--- src/rtl/program_loader.sv ---
// Serial-link program loader: receives a length byte, 4N big-endian instruction bytes and an
// XOR checksum, writes each assembled word to instruction memory and holds the CPU until done.
module program_loader #(
  parameter int unsigned ADDR_WIDTH = 8
) (
  input  logic                  clk,
  input  logic                  resetN,
  input  logic                  start,
  input  logic [7:0]            byteIn,
  input  logic                  byteValid,
  output logic                  byteReady,
  output logic                  imemWrite,
  output logic [ADDR_WIDTH-1:0] imemAddr,
  output logic [31:0]           imemData,
  output logic                  cpuHold,
  output logic                  done,
  output logic                  error
);

  localparam logic [2:0] StIdle  = 3'd0;
  localparam logic [2:0] StLen   = 3'd1;
  localparam logic [2:0] StData  = 3'd2;
  localparam logic [2:0] StCheck = 3'd3;
  localparam logic [2:0] StDone  = 3'd4;
  localparam logic [2:0] StError = 3'd5;

  logic [2:0]            state_q, state_d;
  logic [ADDR_WIDTH-1:0] n_words;
  logic [ADDR_WIDTH-1:0] word_cnt;
  logic [1:0]            byte_cnt;
  logic [23:0]           word_sr;
  logic [7:0]            checksum;
  logic                  xfer;
  logic                  restart;
  logic                  last_byte;
  logic                  len_zero;

  // Transfer qualifier uses the registered ready, so no output depends on byteValid.
  assign xfer      = byteValid & byteReady;
  assign restart   = start & ((state_q == StIdle) | (state_q == StDone) | (state_q == StError));
  assign last_byte = (byte_cnt == 2'd3) && (word_cnt == n_words - ADDR_WIDTH'(1));
  assign len_zero  = (ADDR_WIDTH'(byteIn) == '0);

  always_comb begin
    state_d = state_q;
    case (state_q)
      StIdle, StDone, StError: if (restart) state_d = StLen;
      StLen:   if (xfer) state_d = len_zero ? StCheck : StData;
      StData:  if (xfer && last_byte) state_d = StCheck;
      StCheck: if (xfer) state_d = (byteIn == checksum) ? StDone : StError;
      default: state_d = StIdle;
    endcase
  end

  always_ff @(posedge clk) begin
    if (!resetN) begin
      state_q   <= StIdle;
      n_words   <= '0;
      word_cnt  <= '0;
      byte_cnt  <= '0;
      word_sr   <= '0;
      checksum  <= '0;
      byteReady <= 1'b0;
      imemWrite <= 1'b0;
      imemAddr  <= '0;
      imemData  <= '0;
      cpuHold   <= 1'b1;
      done      <= 1'b0;
      error     <= 1'b0;
    end else begin
      state_q   <= state_d;
      byteReady <= (state_d == StLen) | (state_d == StData) | (state_d == StCheck);
      cpuHold   <= (state_d != StDone);
      done      <= (state_d == StDone);
      error     <= (state_d == StError);
      imemWrite <= 1'b0;

      if (restart) begin
        word_cnt <= '0;
        byte_cnt <= '0;
        checksum <= '0;
      end

      if (state_q == StLen && xfer) n_words <= ADDR_WIDTH'(byteIn);

      if (state_q == StData && xfer) begin
        checksum <= checksum ^ byteIn;
        byte_cnt <= byte_cnt + 2'd1;
        word_sr  <= {word_sr[15:0], byteIn};
        if (byte_cnt == 2'd3) begin
          imemWrite <= 1'b1;
          imemAddr  <= word_cnt;
          imemData  <= {word_sr, byteIn};
          word_cnt  <= word_cnt + ADDR_WIDTH'(1);
        end
      end
    end
  end

endmodule

--- config.mk ---
export PLATFORM = sky130hd
export DESIGN_NAME = program_loader
export DESIGN_NICKNAME = d
export VERILOG_FILES = /design/src/rtl/program_loader.sv
export SDC_FILE = /design/constraint.sdc
export NUM_CORES = 1
export LEC_CHECK = 0
export ABC_AREA = 1
export CORE_AREA = 2 2 110 112
export DETAILED_ROUTE_END_ITERATION = 12
export DIE_AREA = 0 0 112 114
export GPL_TIMING_DRIVEN = 0
export PLACE_DENSITY_LB_ADDON = 0.15
export RECOVER_POWER = 50
export SLEW_MARGIN = 20
export SYNTH_ARGS = -nofsm -noshare
export SYNTH_HDL_FRONTEND = slang
export SYNTH_SLANG_ARGS = --single-unit
--- constraint.sdc ---
create_clock -name clk -period 3.1 [get_ports clk]
set_input_delay 0.62 -clock clk [delete_from_list [all_inputs] [get_ports clk]]
set_output_delay 0.62 -clock clk [all_outputs]
set_load 0.05 [all_outputs]
==> impl_metrics.toml, run 1 <==
[outcome]
status = "finished, final reports clean"

[grt]
gr-total-overflow = 0
grt_max_degree = 16
grt_antenna_before_repair = 0
grt_util_met2_pct = 26.8
busiest_layer = "met2"
track_usage_pct = 17.4
grt_pass1_wl_mm = 17.3
global_route.usage.met3_pct = 3.93
grt_pass1_vias = 3361
grt_use_met1_pct = 24.2

[die]
pin_count = 57
fp.dieW_um = 112
core_um2 = 11700
die_y_um = 114
start_util_pct = 34.0
core.rowCount = 40
dieArea_um2 = 12800

[worst_setup_path]
crit_family = "simple AND/OR/NAND/NOR gates"
cp_slowest_cell = "dlygate4sd3_1"
cp.required_ps = 3370
arrival_ps = 2760
path_max_fanout = 10
max_stage_delay_ps = 520
path_class = "input port to register"
crit_chain = "dlygate4sd3_1, nand2_1, nor2_1, nand2_1, nor2_1, inv_2, buf_6, o21ai_0"
crit_buf_inv = 3
cp-end-kind = "register"
cp-start-kind = "input port"

[place]
gp_congestion = 0.870
port_buffers = 56
place_hpwl_mm = 7.88

[layout]
area_delta_synth_final_pct = 22.9
multi_input_area_um2 = 1600
regArea_um2 = 1960
nFillCells = 1238
drive_gt1_share_pct = 6.15
nets = 581
antennaDiodeCount = 0

[clocking]
clk_path_buf_depth = 2
clock-sinks = 98
tritoncts = "yes"
cts_hold_buf = 0
h-tree-depth = 3
cts_inserted_buffers = 9
clkLatencyLatePin_ps = 350
cts_setup_buffers = 0
cts_resized = 0
cts.clk_slew.worst_paths_ps = 60
cts_root_buf = "clkbuf_16"

[sta]
relSlewSlack_pct = 60.7
finalCritPeriodShare_pct = 80.2
finalSetupViolCount = 0
tightest_slew_ps = 589
min_period_ps = 2490
finalHoldViolCount = 0
final_max_slew_viol_count = 0
tns_ps = 0
skew_ps = 8.82
rsz0062_at_grt = "no"
fmax_mhz = 402

[route]
wl_per_cell_um = 14.8
via_count = 3483
first_pass_iters = 5
drc = 0
drtIter0Drc = 157
antenna_left = 0
vias_per_cell = 4.86
detail_route.wirelength_mm = 10.6

[hold_path]
worstHoldPathType = "register to register"

[pwr]
peakVddDrop_mv = 0.212
clkPwrFrac_pct = 40.4
power-per-cell-area_nw_per_um2 = 515
seq_power_share_pct = 51.0
p_int_uw = 1880
power.switching_uw = 642
swShare_pct = 25.5
p_leak_uw = 0.00187
finalPower_uw = 2520
combinationalPowerShare_pct = 8.6

[logic_synthesis]
yosys_warnings = 0
synth.distinct_cells = 33
synth.avg_cell_area_um2 = 7.99
syn_inst = 499
ys_seq_area_share_pct = 49.2
synth_area_um2 = 3990
synth_fp_nets = 514
synth-seq-cells = 98

[job]
maxCapViolations = 0
## layer usage
metal | part of all wire [%] | up-vias
met4 | 1.4 | 0
met1 | 48 | 1603
met3 | 6.7 | 8
met2 | 44 | 93
met5 | 0 | -
li1 | - | 1779
## kinds of logic (layout without fill, tap and decap cells)
family / Yosys count / in the layout / share of synthesized area [%]
and+or+nand+nor: 165 / 165 / 18.9
AOI/OAI and AO/OA: 135 / 135 / 19.2
DFF: 98 / 98 / 49.2
buffers and inverters: 84 / 154 / 8.63
xor gates and xnor gates: 14 / 14 / 3.08
adders and majority gates: 3 / 3 / 0.942
## per-stage QoR
stage,worst slack [ps],utilization [%],cells,hold WS [ps],area (um^2)
CTS,943,42.6,716,453,4990
floorplan,1420,-,499,425,3990
global placement,669,40.4,702,436,4730
global route,412,41.8,716,482,4900
detailed placement,638,40.4,702,444,4730
finish,613,41.8,716,453,4900
## cell type report
cell class | count | share of cell area (%)
buffer | 24 | 2.27
clock buffer | 9 | 4.60
clock inverter | 5 | 0.689
inverter | 60 | 4.60
multi-input combinational | 317 | 32.6
sequential | 98 | 40.0
tap | 147 | 3.75
timing repair buffer | 56 | 11.4
## final timing paths
kind / startpoint / end / slack [ps] / depth (start not counted)
worst min register to register: word_sr[19]$_SDFFE_PN0P_ / word_sr[19]$_SDFFE_PN0P_ / 450 / 2
worst max register to register: state_q[2]$_SDFF_PN0_ / imemData[25]$_SDFFE_PN0P_ / 1030 / 8
worst min-delay path: word_sr[19]$_SDFFE_PN0P_ / word_sr[19]$_SDFFE_PN0P_ / 450 / 2
worst max-delay path: byteValid / imemData[25]$_SDFFE_PN0P_ / 610 / 8
## flip-flops by register name, summed over array words and instances, names as in the netlist
| register | count |
|---|---|
| imemData | 32 |
| word_sr | 24 |
| checksum | 8 |
| imemAddr | 8 |
| n_words | 8 |
| word_cnt | 8 |
| state_q | 3 |
| byte_cnt | 2 |
| byteReady | 1 |
| cpuHold | 1 |
| done | 1 |
| error | 1 |
| imemWrite | 1 |
## cells in the mapped netlist
cell / count / area, um^2
nor3_1: 4 / 20.0
and2_1: 1 / 6.26
o21a_1: 1 / 7.51
nand2_4: 1 / 11.3
a21oi_2: 1 / 8.76
inv_1: 56 / 210
inv_2: 2 / 7.51
nand2_2: 2 / 12.5
buf_4: 2 / 15.0
buf_1: 3 / 11.3
dfxtp_1: 98 / 1960
a211oi_1: 1 / 7.51
xor2_1: 6 / 52.6
ha_1: 3 / 37.5
a311oi_1: 1 / 8.76
or2_2: 6 / 37.5
nand2_1: 59 / 221
clkinv_1: 2 / 7.51
nor2_4: 2 / 22.5
a22oi_1: 1 / 7.51
buf_2: 5 / 25.0
nor2_2: 1 / 6.26
nor3b_2: 1 / 12.5
xnor2_1: 8 / 70.1
a21oi_1: 55 / 275
a31oi_1: 1 / 6.26
o21ai_2: 20 / 175
nor2_1: 35 / 131
clkbuf_1: 12 / 45.0
nand4_1: 5 / 31.3
buf_6: 2 / 22.5
nand3_1: 48 / 240
o21ai_0: 54 / 270
## worst reg2reg max path, stage by stage, from the launching register on
cell and delay (ps):
dfxtp_1 330, nor2_2 160, nand2_2 80, nor2_1 280, nand2_1 240, nor2_1 380
inv_2 200, buf_6 190, o21ai_0 150
## cells in the final DEF (no fill, tap or decap), types with 4 or more instances in the layout
cell type | synthesis | routed
dlygate4sd3_1 | 0 | 5
xor2_1 | 6 | 6
o21ai_2 | 20 | 6
clkbuf_1 | 12 | 17
dfxtp_1 | 98 | 98
nand2_1 | 59 | 61
nor3_1 | 4 | 4
nand4_1 | 5 | 5
inv_1 | 56 | 57
clkbuf_16 | 0 | 9
o21ai_0 | 54 | 68
clkdlybuf4s50_1 | 0 | 51
or2_2 | 6 | 6
nand3_1 | 48 | 48
xnor2_1 | 8 | 8
nor2_1 | 35 | 37
a21oi_1 | 55 | 56
## power by group through the flow
stage / combinational (uW) / clock [uW] / sequential, uW
3_3_place_gp: 216 / 0 / 1320
4_1_cts: 221 / 1040 / 1290
3_5_place_dp: 220 / 0 / 1320
2_1_floorplan: 140 / 0 / 1320
6_report: 216 / 1020 / 1290
5_1_grt: 243 / 1100 / 1290
Power figures use the tool's default switching activity.
==> run 2: changes to the inputs <==
==> constraint.sdc (replaced) <==
create_clock -name clk -period 2.55 [get_ports clk]
set_input_delay 0.51 -clock clk [delete_from_list [all_inputs] [get_ports clk]]
set_output_delay 0.51 -clock clk [all_outputs]
set_load 0.05 [all_outputs]
==> impl_metrics.toml, run 2 (same netlist as run 1, synthesis figures left out) <==
[sta]
rsz0062_at_grt = "no"
hold_ws_ps = 453
finalSetupViolCount = 0
finalHoldViolCount = 0
relSlewSlack_pct = 60.5
finalCritPeriodShare_pct = 89.1
tightest_slew_ps = 592
final_max_slew_viol_count = 0
skew_ps = 7.37
fmax_mhz = 440
min_period_ps = 2270
tns_ps = 0

[worst_setup_path]
r2r_end = "imemData[19]$_SDFFE_PN0P_"
path_class = "input port to register"
cp-start-kind = "input port"
cp.required_ps = 2820
cp-end-kind = "register"
crit_start = "resetN"
reg2reg_from = "state_q[2]$_SDFF_PN0_"
endpoint = "imemData[19]$_SDFFE_PN0P_"
worst-r2r-cell-count = 8
path_max_fanout = 10
arrival_ps = 2550
reg2reg_slack_ps = 660

[layout]
drive_gt1_share_pct = 7.03
final_common_cell = "dfxtp_1"
final_area_um2 = 4930
largest-register = "imemData"
largest_reg_flops = 32
antennaDiodeCount = 0
final_cell_mix = "dfxtp_1 (98), o21ai_0 (67), nand2_1 (59), inv_1 (58), a21oi_1 (55)"
area_delta_synth_final_pct = 23.6
reg_top3 = "imemData x32, word_sr x24"
nets = 581

[route]
vias_per_cell = 4.93
drc = 0
drtIter0Drc = 195
antenna_left = 0
via_count = 3528
wl_per_cell_um = 14.8
first_pass_iters = 5
detail_route.wirelength_mm = 10.6

[die]
fp.dieW_um = 112
pin_count = 57
core.rowCount = 40
core_um2 = 11700
start_util_pct = 34.0
dieArea_um2 = 12800
die_y_um = 114

[grt]
gr-total-overflow = 0
grt_pass1_vias = 3361
grt_antenna_before_repair = 0
grt_max_degree = 16
track_usage_pct = 17.4
grt_pass1_wl_mm = 17.3

[clocking]
h-tree-depth = 3
cts_root_buf = "clkbuf_16"
cts_inserted_buffers = 9
cts_setup_buffers = 0
cts.clk_slew.worst_paths_ps = 60
clk_path_buf_depth = 2
cts_hold_buf = 0
cts_resized = 0
clkLatencyLatePin_ps = 350
tritoncts = "yes"
clock-sinks = 98

[pwr]
seq_power_share_pct = 50.9
p_int_uw = 2290
peakVddDrop_mv = 0.256
power-per-cell-area_nw_per_um2 = 624
combinationalPowerShare_pct = 8.7
swShare_pct = 25.6
p_leak_uw = 0.00189
clkPwrFrac_pct = 40.4
power.switching_uw = 787

[place]
place_hpwl_mm = 7.88
dpl_cell_area_um2 = 4730
gp_congestion = 0.870
port_buffers = 56

[hold_path]
worstHoldPathType = "register to register"

[job]
maxCapViolations = 0

[outcome]
status = "finished, final reports clean"
==> run 2: worst max-delay path, stage by stage <==
cell	delay [ps]
dlygate4sd3_1	620
clkinv_1	340
nor2_1	430
inv_1	280
buf_6	220
o21ai_0	140
==> run 2: power groups by stage <==
stage / clock [uW] / sequential, uW / combinational [uW]
after floorplan: 0 / 1610 / 170
after global placement: 0 / 1600 / 262
after detailed placement: 0 / 1600 / 267
after CTS: 1260 / 1570 / 268
after global routing: 1340 / 1570 / 298
final: 1240 / 1570 / 267
==> run 2: metrics by stage <==
step	total power (uW)	instances	worst slack, ps	util [%]
floorplan	1780	499	872	-
global placement	1860	702	229	40.4
detailed placement	1870	702	198	40.4
CTS	3090	716	503	42.6
global route	3200	716	197	42.1
finish	3070	716	279	42.1
==> run 2: cell type report <==
type | instances | area (um^2)
Buffer | 24 | 116
Clock buffer | 9 | 225
Clock inverter | 5 | 33.8
Fill cell | 1238 | 6790
Inverter | 60 | 225
Multi-Input combinational cell | 317 | 1620
Sequential cell | 98 | 1960
Tap cell | 147 | 184
Timing Repair Buffer | 56 | 561
==> run 2: layer usage <==
metal	share of wire, %	up-vias	track usage [%]	wire [um]
li1	-	1776	-	-
met1	49	1641	24.2	5180
met2	44	101	26.8	4660
met4	1.6	0	6.18	166
met5	0	-	0	0
met3	5.7	10	3.93	607
==> run 2: worst min-delay path by stage <==
stage / cells past startpoint / start / end
3_3_place_gp: 2 / word_sr[23]$_SDFFE_PN0P_ / word_sr[23]$_SDFFE_PN0P_
3_5_place_dp: 2 / word_sr[23]$_SDFFE_PN0P_ / word_sr[23]$_SDFFE_PN0P_
5_1_grt: 2 / word_sr[18]$_SDFFE_PN0P_ / word_sr[18]$_SDFFE_PN0P_
6_report: 2 / word_sr[19]$_SDFFE_PN0P_ / word_sr[19]$_SDFFE_PN0P_
4_1_cts: 2 / word_sr[23]$_SDFFE_PN0P_ / word_sr[23]$_SDFFE_PN0P_
2_1_floorplan: 2 / word_sr[23]$_SDFFE_PN0P_ / word_sr[23]$_SDFFE_PN0P_
